[src/rtl/lfsr_pkg.sv]
// Shared constants and pure helper functions for the LFSR bank.
// Helpers work on 64-bit containers and mask down to the requested width,
// so they can be evaluated in constant (parameter) context as well as in logic.
package lfsr_pkg;

  // x^32 + x^22 + x^2 + x + 1, maximal length for a 32-bit register
  localparam logic [31:0] DEFAULT_TAPS = 32'h8020_0003;

  // Golden-ratio increment that spreads reset seeds of neighbouring channels
  localparam logic [31:0] GOLDEN = 32'h9E37_79B9;

  // All-ones mask covering the low width bits
  function automatic logic [63:0] width_mask(input int width);
    if (width >= 64) return '1;
    return (64'd1 << width) - 64'd1;
  endfunction

  // Reset seed of channel c; an all-zero seed would lock the register up,
  // so it is replaced by 1
  function automatic logic [63:0] seed_for(input logic [63:0] base, input int c,
                                           input int width);
    logic [63:0] s;
    s = (base + 64'(c) * 64'(GOLDEN)) & width_mask(width);
    if (s == '0) s = 64'd1;
    return s;
  endfunction

  // One Fibonacci step: shift left, parity of the tapped bits enters at bit 0
  function automatic logic [63:0] lfsr_next(input logic [63:0] state,
                                            input logic [63:0] taps,
                                            input int width);
    logic fb;
    fb = ^(state & taps);
    return ((state << 1) | 64'(fb)) & width_mask(width);
  endfunction

endpackage

[src/rtl/lfsr_channel.sv]
// One independent LFSR generator: state register, step/load/lockup logic and
// the output valid flag.
//
// Handshake: a word is transferred at a rising edge where valid & ready are
// both high; the state then advances one step and the next word is visible
// the following cycle. valid never depends on ready. A load on the same edge
// takes priority: the presented word still counts as consumed, but the state
// becomes the loaded seed instead of stepping.
module lfsr_channel
  import lfsr_pkg::*;
#(
  parameter int               WIDTH      = 32,
  parameter logic [WIDTH-1:0] TAPS       = WIDTH'(DEFAULT_TAPS),
  parameter logic [WIDTH-1:0] RESET_SEED = WIDTH'(1)
) (
  input  logic             clk,
  input  logic             reset,
  input  logic             load,
  input  logic [WIDTH-1:0] load_data,
  input  logic             ready,
  output logic             valid,
  output logic [WIDTH-1:0] data
);

  logic [WIDTH-1:0] state;
  logic [WIDTH-1:0] step_val;
  logic [WIDTH-1:0] load_val;

  // Candidate next values: one LFSR step, and the seed with zero replaced by 1
  always_comb begin
    step_val = WIDTH'(lfsr_next(64'(state), 64'(TAPS), WIDTH));
    load_val = (load_data == '0) ? WIDTH'(1) : load_data;
  end

  // State update: load beats lockup recovery, lockup recovery beats a draw
  always_ff @(posedge clk or posedge reset) begin
    if (reset) begin
      state <= RESET_SEED;
      valid <= 1'b0;
    end else begin
      valid <= 1'b1;
      if (load) begin
        state <= load_val;
      end else if (state == '0) begin
        state <= WIDTH'(1);
      end else if (valid && ready) begin
        state <= step_val;
      end
    end
  end

  assign data = state;

endmodule

[src/rtl/lfsr_bank.sv]
// Bank of CHANNELS independent LFSR generators. Decodes the seed target
// channel and packs the per-channel state registers onto out_data.
// All outputs come straight from registers inside the channels.
module lfsr_bank
  import lfsr_pkg::*;
#(
  parameter int          WIDTH     = 32,
  parameter int          CHANNELS  = 4,
  parameter logic [31:0] TAPS      = DEFAULT_TAPS,
  parameter logic [31:0] SEED_BASE = 32'h1
) (
  input  logic                                          clk,
  input  logic                                          reset,
  input  logic                                          seed_valid,
  input  logic [((CHANNELS > 1) ? $clog2(CHANNELS) : 1)-1:0] seed_ch,
  input  logic [WIDTH-1:0]                              seed_data,
  output logic [CHANNELS-1:0]                           out_valid,
  input  logic [CHANNELS-1:0]                           out_ready,
  output logic [CHANNELS*WIDTH-1:0]                     out_data
);

  localparam int CHW = (CHANNELS > 1) ? $clog2(CHANNELS) : 1;

  for (genvar c = 0; c < CHANNELS; c++) begin : g_ch
    localparam logic [CHW-1:0]   SEL  = CHW'(c);
    localparam logic [WIDTH-1:0] SEED = WIDTH'(seed_for(64'(SEED_BASE), c, WIDTH));

    // seed_ch values at or above CHANNELS never match any SEL and are ignored
    logic load_c;
    assign load_c = seed_valid && (seed_ch == SEL);

    lfsr_channel #(
      .WIDTH     (WIDTH),
      .TAPS      (TAPS[WIDTH-1:0]),
      .RESET_SEED(SEED)
    ) u_ch (
      .clk      (clk),
      .reset    (reset),
      .load     (load_c),
      .load_data(seed_data),
      .ready    (out_ready[c]),
      .valid    (out_valid[c]),
      .data     (out_data[c*WIDTH +: WIDTH])
    );
  end

endmodule

[config.mk]
export PLATFORM = sky130hd
export DESIGN_NAME = lfsr_bank
export DESIGN_NICKNAME = d
export VERILOG_FILES = /design/src/rtl/lfsr_pkg.sv /design/src/rtl/lfsr_channel.sv /design/src/rtl/lfsr_bank.sv
export SDC_FILE = /design/constraint.sdc
export NUM_CORES = 1
export LEC_CHECK = 0
export ABC_AREA = 0
export CAP_MARGIN = 20
export CORE_UTILIZATION = 53
export DETAILED_ROUTE_END_ITERATION = 7
export GPL_ROUTABILITY_DRIVEN = 0
export PLACE_DENSITY = 0.86
export SLEW_MARGIN = 0
export SYNTH_ARGS = -nofsm -noshare
export SYNTH_HDL_FRONTEND = slang
export SYNTH_SLANG_ARGS = --single-unit
[constraint.sdc]
create_clock -name clk -period 12.9 [get_ports clk]
set_clock_uncertainty 0.1 [all_clocks]
set_input_delay 2.58 -clock clk [delete_from_list [all_inputs] [get_ports clk]]
set_output_delay 2.58 -clock clk [all_outputs]
set_load 0.01 [all_outputs]
[After elaboration in Yosys (flattened, before gate mapping)]
Index checks and enable logic that the tools add are counted.
Word-level totals
  flip-flop bits (word level): 129
  bits of input ports: 41
  output and inout bits: 132
Operators by class
  equality and inequality tests: 3
  muxes and demuxes: 13
  bitwise logic cells: 4
  reduce and logical (&&, ||, !) cells: 22
Operators with widths (count)
  two-way mux 32 bit: 13
  XOR reduction 64 bit: 4
  zero test 32 bit: 5
  bitwise OR 32 x 1 -> 32 bit: 4
  nonzero test 3 bit: 4
  logical AND 1 bit: 8
  equality test 2 bit (second input constant): 2
  equality test 2 x 1 -> 1 bit (second input constant): 1
  zero test 2 bit: 1

[Longest topological paths before layout]
Gate-level depths: netlist of the first run.
  depth after elaboration: 5
  gate-level depth with buffers: 6
  depth with buffers taken out: 6

[Modules after synthesis]
Synthesis of the first run repeated with hierarchy kept, for this count alone.
Second synthesis, totals
  cell total of the unflattened synthesis: 692
  area total of the unflattened synthesis: 6911.6 sq um
Modules (own cells, without submodules)
  lfsr_channel (g_ch[1].u_ch ...): times used 2, cells each 172, area an instance 1724.2 sq um, seq. area each 850.8 sq um
  lfsr_channel (g_ch[3].u_ch): times used 1, cells each 172, area an instance 1720.4 sq um, seq. area each 847.1 sq um
  lfsr_channel (g_ch[0].u_ch): times used 1, cells each 172, area an instance 1705.4 sq um, seq. area each 827.0 sq um
  lfsr_bank: times used 1, cells each 4, area an instance 37.5 sq um, seq. area each 0.0 sq um

[Worst setup path before layout of the first run]
Ideal clock, no wire load.
  kind: input-to-reg
  start: in out_ready[3]
  end: reg g_ch[3].u_ch.state[1]
  library setup time: 139 ps
  arrival: 3256 ps
  data required time: 12661 ps
  slack: 9405 ps
  stages: 4
  path buffers: 1
  path through: nand2_1 buf_2 mux2i_1 o22ai_1
Between the ends
  cells in the longest elaborated chain, start to end: 2
RTL lines
  start, declared: RTL line lfsr_bank.sv:18  | input logic [CHANNELS-1:0] out_ready,
  logical AND 1 bit: RTL line lfsr_channel.sv:46  | end else if (valid && ready) begin
  nonzero test 3 bit (no line)
  end signal, assigned: RTL line lfsr_channel.sv:43  | state <= load_val;
  end signal, assigned: RTL line lfsr_channel.sv:47  | state <= step_val;
  end, declared: RTL line lfsr_channel.sv:25  | logic [WIDTH-1:0] state;
Every way passes these cells.
A chain may end at the register's enable or synchronous reset.

==> impl_metrics.env, run 1 <==
export IMPL_hold_path_startpoint="g_ch[1].u_ch.data[3]$_DFFE_PP1P_"
export IMPL_async_flop_share_pct=100
export IMPL_p_clk_share_pct=26.9
export IMPL_netlist_instances=634
export IMPL_routed_wl_um=20100
export IMPL_fin_nets=839
export IMPL_post_cts_buffers=0
export IMPL_finalHoldViolCount=0
export IMPL_cts_sinks=129
export IMPL_grt_pass1_wl_um=30900
export IMPL_holdBufCountCts=0
export IMPL_diodes=0
export IMPL_setup_worst_path_start_class="flip-flop"
export IMPL_crit_slowest_cell="clkdlybuf4s50_1"
export IMPL_rr_endpoint="g_ch[2].u_ch.data[0]$_DFFE_PP1P_"
export IMPL_critPathLaunch="g_ch[3].u_ch.valid$_DFF_PP0_"
export IMPL_clk_latency_ns=0.42
export IMPL_dpl_worst_slack_ns=8.28
export IMPL_cp_top_family="buffers and inverters"
export IMPL_yosysTopAreaCellShare_pct=27.4
export IMPL_initial_utilization_pct=54.2
export IMPL_critPathMaxStageDelay_ns=0.63
export IMPL_yosysTopAreaCell="dfrtp_1"
export IMPL_worstSetupPathType="flip-flop to primary output"
export IMPL_netlist_area_sq_um=6480
export IMPL_holdPathEnd="g_ch[1].u_ch.data[4]$_DFFE_PP1P_"
export IMPL_grt_setup_unrepaired="no"
export IMPL_dieArea_sq_um=12700
export IMPL_swShare_pct=33.3
export IMPL_wl_per_cell_um=21.0
export IMPL_dr_pass1_iters=5
export IMPL_htreeDepth=4
export IMPL_power_frac_seq_pct=40.7
export IMPL_hp_class="flip-flop to flip-flop"
export IMPL_ioPinCount=173
export IMPL_dp_hpwl_um=13000
export IMPL_rrSetupSlack_ns=11.03
export IMPL_critPathArrivalTime_ns=1.65
export IMPL_min_path_cells=2
export IMPL_timing_hold_ws_ns=0.479
export IMPL_required_ns=10.22
export IMPL_syn_avg_cell_area_sq_um=10.2
export IMPL_min_period_ns=4.33
export IMPL_syn_num_nets=679
export IMPL_setup_ws_ns=8.57
export IMPL_reg2reg_depth=6
export IMPL_combinationalPowerShare_pct=32.4
export IMPL_die_y_um=113
export IMPL_ys_ff_latch=129
export IMPL_synth_edf_count=0
export IMPL_p_int_mw=1.16
export IMPL_area_delta_synth_final_pct=36.1
export IMPL_cts_resized_gates=0
export IMPL_clkSlewWorstSetupHoldPaths_ns=0.06
export IMPL_viasPerCell=6.09
export IMPL_leakage_nw=3.99
export IMPL_cts_tree="built"
export IMPL_fp_coreArea_sq_um=12000
export IMPL_cp_max_fo=8
export IMPL_cp_end_kind="primary output"
export IMPL_ir_drop_uv=105
export IMPL_final_setup_tns_ns=0
export IMPL_port_buffers=172
export IMPL_fmax_mhz=231
export IMPL_drc=0
export IMPL_drtIter0Drc=739
export IMPL_synth_ff_type="dfrtp_1"
export IMPL_power_density_nw_per_um2=197
export IMPL_postPlaceCellArea_sq_um=8240
export IMPL_slew_headroom_pct=34.7
export IMPL_switchingPower_uw=578
export IMPL_design_area_sq_um=8820
export IMPL_path_buf_inv=1
export IMPL_drv_cap=0
export IMPL_antenna_found_initial=0
export IMPL_cts_buffers=17
export IMPL_grt_ovfl_total=0
export IMPL_setup_viol=0
export IMPL_nFillCells=817
export IMPL_die_x_um=113
export IMPL_r2r_start="g_ch[2].u_ch.data[0]$_DFFE_PP1P_"
export IMPL_worstMarginPinSlew_ns=0.980
export IMPL_crit_chain="clkdlybuf4s50_1"
export IMPL_ys_warn_count=0
export IMPL_vias=5810
export IMPL_drtAntennaViolNets=0
export IMPL_layout_drive_gt1_share_pct=12.6
export IMPL_dpl_cell_count=922
export IMPL_fp_row_count=40
export IMPL_synth_cell_types=30
export IMPL_fin_crit_sh_pct=33.6
export IMPL_status="finished clean"
export IMPL_grt_usage_pct=32.6
export IMPL_grt_max_degree=80
export IMPL_first_global_vias=5410
export IMPL_cts_buffer_depth=2
export IMPL_ys_top_cells_by_area="dfrtp_1 (27%), dfstp_2 (24%), mux2i_1 (19%)"
export IMPL_slew_viol_final=0
export IMPL_synth_seq_area_share_pct=50.9
export IMPL_cts_root_buf="clkbuf_16"
export IMPL_instances_no_fill=954
cell usage in the layout, fill, tap and decap left out, types with 17 or more instances in the layout:
| cell type | n |
|---|---|
| nor2_1 | 58 |
| dfrtp_1 | 71 |
| clkbuf_16 | 17 |
| o21ai_0 | 61 |
| nand2_1 | 66 |
| dfstp_2 | 58 |
| a21oi_1 | 58 |
| mux2i_1 | 123 |
| nor4_1 | 32 |
| clkdlybuf4s50_1 | 172 |
sequential cells by signal (all words and copies together) (netlist names):
register	count
g_ch.u_ch.data	128
g_ch.u_ch.valid	1
worst max path at each step:
stage                     cells past startpoint  slack, ns                           endpoint
after global placement                        3       8.36  g_ch[0].u_ch.data[15]$_DFFE_PP0P_
final                                         1       8.57                       out_valid[2]
after floorplan                               1       6.87  g_ch[0].u_ch.data[10]$_DFFE_PP0P_
after global routing                          3       8.50   g_ch[0].u_ch.data[2]$_DFFE_PP0P_
after detailed placement                      3       8.28  g_ch[0].u_ch.data[15]$_DFFE_PP0P_
after CTS                                     1       8.58                       out_valid[2]
worst min-delay path: cells and delay by family (launching register included):
kind / cells / cell delay [ns]
flops: 1 / 0.38
mux: 1 / 0.12
compound gates: 1 / 0.08
cell type report:
| type | count | area [sq um] | area share [%] |
|---|---|---|---|
| Inverter | 11 | 43.8 | 0.497 |
| Clock inverter | 13 | 125 | 1.42 |
| Timing Repair Buffer | 181 | 1790 | 20.3 |
| Tap cell | 147 | 184 | 2.09 |
| Clock buffer | 19 | 453 | 5.14 |
| Sequential cell | 129 | 3300 | 37.4 |
| Multi-Input combinational cell | 454 | 2920 | 33.1 |
logic make-up (layout without fill, tap and decap cells):
logic type / Yosys count / count (layout) / synth area share, %
AOI/OAI and AO/OA: 136 / 136 / 11.0
other: 1 / 1 / 0.0579
adders and majority gates: 4 / 4 / 0.772
muxes: 124 / 124 / 19.2
and+or+nand+nor: 181 / 181 / 12.9
xor gates and xnor gates: 8 / 8 / 1.08
DFF: 129 / 129 / 50.9
buffers and inverters: 51 / 224 / 4.07
cells in the mapped netlist, types with 5 or more instances:
master    count
mux2i_1     123
clkbuf_1     10
a21oi_1      58
o22ai_1       7
dfrtp_1      71
o21ai_0      61
nand2_1      66
dfstp_2      58
buf_2        16
nor4_1       32
inv_1        11
nand4_1      10
nor2_1       58
xnor2_1       5
buf_4        14
metal layers:
metal	share of wire, %	vias to the layer above	global-route usage [%]	wire (um)
met5	0	-	0	0
met4	3.9	0	13.7	792
met3	8.3	70	6.32	1660
met2	46	302	50.0	9320
met1	41	2844	45.4	8290
li1	-	2594	-	-
through the flow:
| step | power [mW] | utilization [%] |
|---|---|---|
| after floorplan | 0.927 | - |
| after global placement | 1.24 | 68.9 |
| after detailed placement | 1.26 | 68.9 |
| after CTS | 1.74 | 73.7 |
| after global routing | 1.82 | 73.7 |
| final | 1.74 | 73.7 |
power groups by stage:
stage                     Clock (mW)  Sequential, mW  Combinational [mW]
after floorplan                    0           0.720               0.207
after global placement             0           0.697               0.539
after detailed placement           0           0.703               0.558
after CTS                      0.470           0.702               0.563
after global routing           0.490           0.722               0.605
final                          0.468           0.706               0.563
Note: power is estimated with default switching activity, not from simulation.
==> run 2, diff against run 1 <==
--- a/config.mk
+++ b/config.mk
@@ -7,10 +7,10 @@
 export LEC_CHECK = 0
 export ABC_AREA = 0
 export CAP_MARGIN = 20
-export CORE_UTILIZATION = 53
+export CORE_UTILIZATION = 49
 export DETAILED_ROUTE_END_ITERATION = 7
 export GPL_ROUTABILITY_DRIVEN = 0
-export PLACE_DENSITY = 0.86
+export PLACE_DENSITY = 0.81
 export SLEW_MARGIN = 0
 export SYNTH_ARGS = -nofsm -noshare
 export SYNTH_HDL_FRONTEND = slang
==> constraint.sdc (replaced) <==
create_clock -name clk -period 4 [get_ports clk]
set_clock_uncertainty 0.1 [all_clocks]
set_input_delay 0.8 -clock clk [delete_from_list [all_inputs] [get_ports clk]]
set_output_delay 0.8 -clock clk [all_outputs]
set_load 0.01 [all_outputs]
==> impl_metrics.env, run 2 (same netlist as run 1, synthesis figures left out) <==
export IMPL_grt_pass1_wl_um=30100
export IMPL_timing_hold_ws_ns=0.476
export IMPL_dr_pass1_iters=5
export IMPL_critPathMaxStageDelay_ns=0.64
export IMPL_clkSlewWorstSetupHoldPaths_ns=0.06
export IMPL_post_cts_buffers=0
export IMPL_drv_cap=0
export IMPL_dieArea_sq_um=13700
export IMPL_fmax_mhz=388
export IMPL_final_common_cell="clkdlybuf4s50_1"
export IMPL_fin_crit_sh_pct=64.4
export IMPL_slew_viol_final=0
export IMPL_critPathArrivalTime_ns=1.68
export IMPL_dpl_worst_slack_ns=1.14
export IMPL_postPlaceCellArea_sq_um=8320
export IMPL_holdPathEnd="g_ch[2].u_ch.data[15]$_DFFE_PP1P_"
export IMPL_finalHoldViolCount=0
export IMPL_ir_drop_uv=298
export IMPL_worstSetupPathType="flip-flop to primary output"
export IMPL_dpl_cell_count=948
export IMPL_rrSetupSlack_ns=1.76
export IMPL_design_area_sq_um=8940
export IMPL_total_power_mw=5.72
export IMPL_drtAntennaViolNets=0
export IMPL_setup_worst_path_start_class="flip-flop"
export IMPL_dp_hpwl_um=13400
export IMPL_cts_sinks=129
export IMPL_leakage_nw=4.02
export IMPL_cts_root_buf="clkbuf_16"
export IMPL_grt_max_degree=130
export IMPL_holdBufCountCts=0
export IMPL_cts_resized_gates=0
export IMPL_viasPerCell=5.81
export IMPL_reg2reg_depth=4
export IMPL_worstMarginPinSlew_ns=0.987
export IMPL_ioPinCount=173
export IMPL_hold_path_startpoint="g_ch[2].u_ch.data[14]$_DFFE_PP1P_"
export IMPL_hp_class="flip-flop to flip-flop"
export IMPL_instances_no_fill=980
export IMPL_clk_latency_ns=0.42
export IMPL_utilization_pct=70.0
export IMPL_die_y_um=117
export IMPL_antenna_found_initial=0
export IMPL_vias=5698
export IMPL_rr_endpoint="g_ch[2].u_ch.data[7]$_DFFE_PP0P_"
export IMPL_layout_common_cells="clkdlybuf4s50_1 (172), mux2i_1 (123), dfrtp_1 (71)"
export IMPL_grt_setup_unrepaired="no"
export IMPL_min_period_ns=2.58
export IMPL_crit_slowest_cell="clkdlybuf4s50_1"
export IMPL_grt_usage_pct=30.7
export IMPL_required_ns=3.10
export IMPL_routed_wl_um=20400
export IMPL_cts_tree="built"
export IMPL_status="finished clean"
export IMPL_drc=0
export IMPL_final_setup_tns_ns=0
export IMPL_grt_ovfl_total=0
export IMPL_cp_top_family="buffers and inverters"
export IMPL_critPathLaunch="g_ch[3].u_ch.valid$_DFF_PP0_"
export IMPL_crit_chain="clkdlybuf4s50_1"
export IMPL_first_global_vias=5368
export IMPL_initial_utilization_pct=50.7
export IMPL_min_path_cells=2
export IMPL_setup_ws_ns=1.42
export IMPL_r2r_start="g_ch[3].u_ch.valid$_DFF_PP0_"
export IMPL_cp_max_fo=8
export IMPL_die_x_um=117
export IMPL_cp_end_kind="primary output"
export IMPL_cts_buffer_depth=2
export IMPL_port_buffers=172
export IMPL_power_density_nw_per_um2=640
export IMPL_htreeDepth=4
export IMPL_largest_register_ffs=128
export IMPL_layout_drive_gt1_share_pct=12.3
export IMPL_fin_nets=840
export IMPL_drtIter0Drc=584
export IMPL_path_buf_inv=1
export IMPL_fp_row_count=41
export IMPL_diodes=0
export IMPL_slew_headroom_pct=34.0
export IMPL_fp_coreArea_sq_um=12800
export IMPL_wl_per_cell_um=20.8
export IMPL_area_delta_synth_final_pct=38.0
export IMPL_setup_viol=0
export IMPL_cts_buffers=17
## run 2: worst max-delay path by stage
stage               cells past startpoint                                end  slack, ns
floorplan                               1  g_ch[0].u_ch.data[10]$_DFFE_PP0P_       1.55
global placement                        4   g_ch[1].u_ch.data[0]$_DFFE_PP0P_       1.20
detailed placement                      4   g_ch[1].u_ch.data[0]$_DFFE_PP0P_       1.14
CTS                                     1                       out_valid[1]       1.45
global route                            5  g_ch[1].u_ch.data[29]$_DFFE_PP0P_       1.37
finish                                  1                       out_valid[1]       1.42
## run 2: report_power, final
part / switching (mW) / internal (mW) / total, mW
combinational: 0.777 / 1.04 / 1.82
sequential: 0.460 / 1.80 / 2.26
clock: 0.563 / 1.08 / 1.64
## run 2: area by class of cell
class | instances | area (sq um)
Timing Repair Buffer | 182 | 1830
Inverter | 11 | 45.0
Clock buffer | 23 | 468
Multi-Input combinational cell | 454 | 2920
Sequential cell | 129 | 3300
Tap cell | 172 | 215
Clock inverter | 9 | 156
Fill cell | 902 | 3830
## run 2: per-layer routing
metal	up-vias	global-route usage [%]	part of all wire, %
met3	49	4.94	7.7
met4	0	15.8	4.1
met1	2748	41.7	40
met2	300	47.9	48
met5	-	0	0
li1	2601	-	-
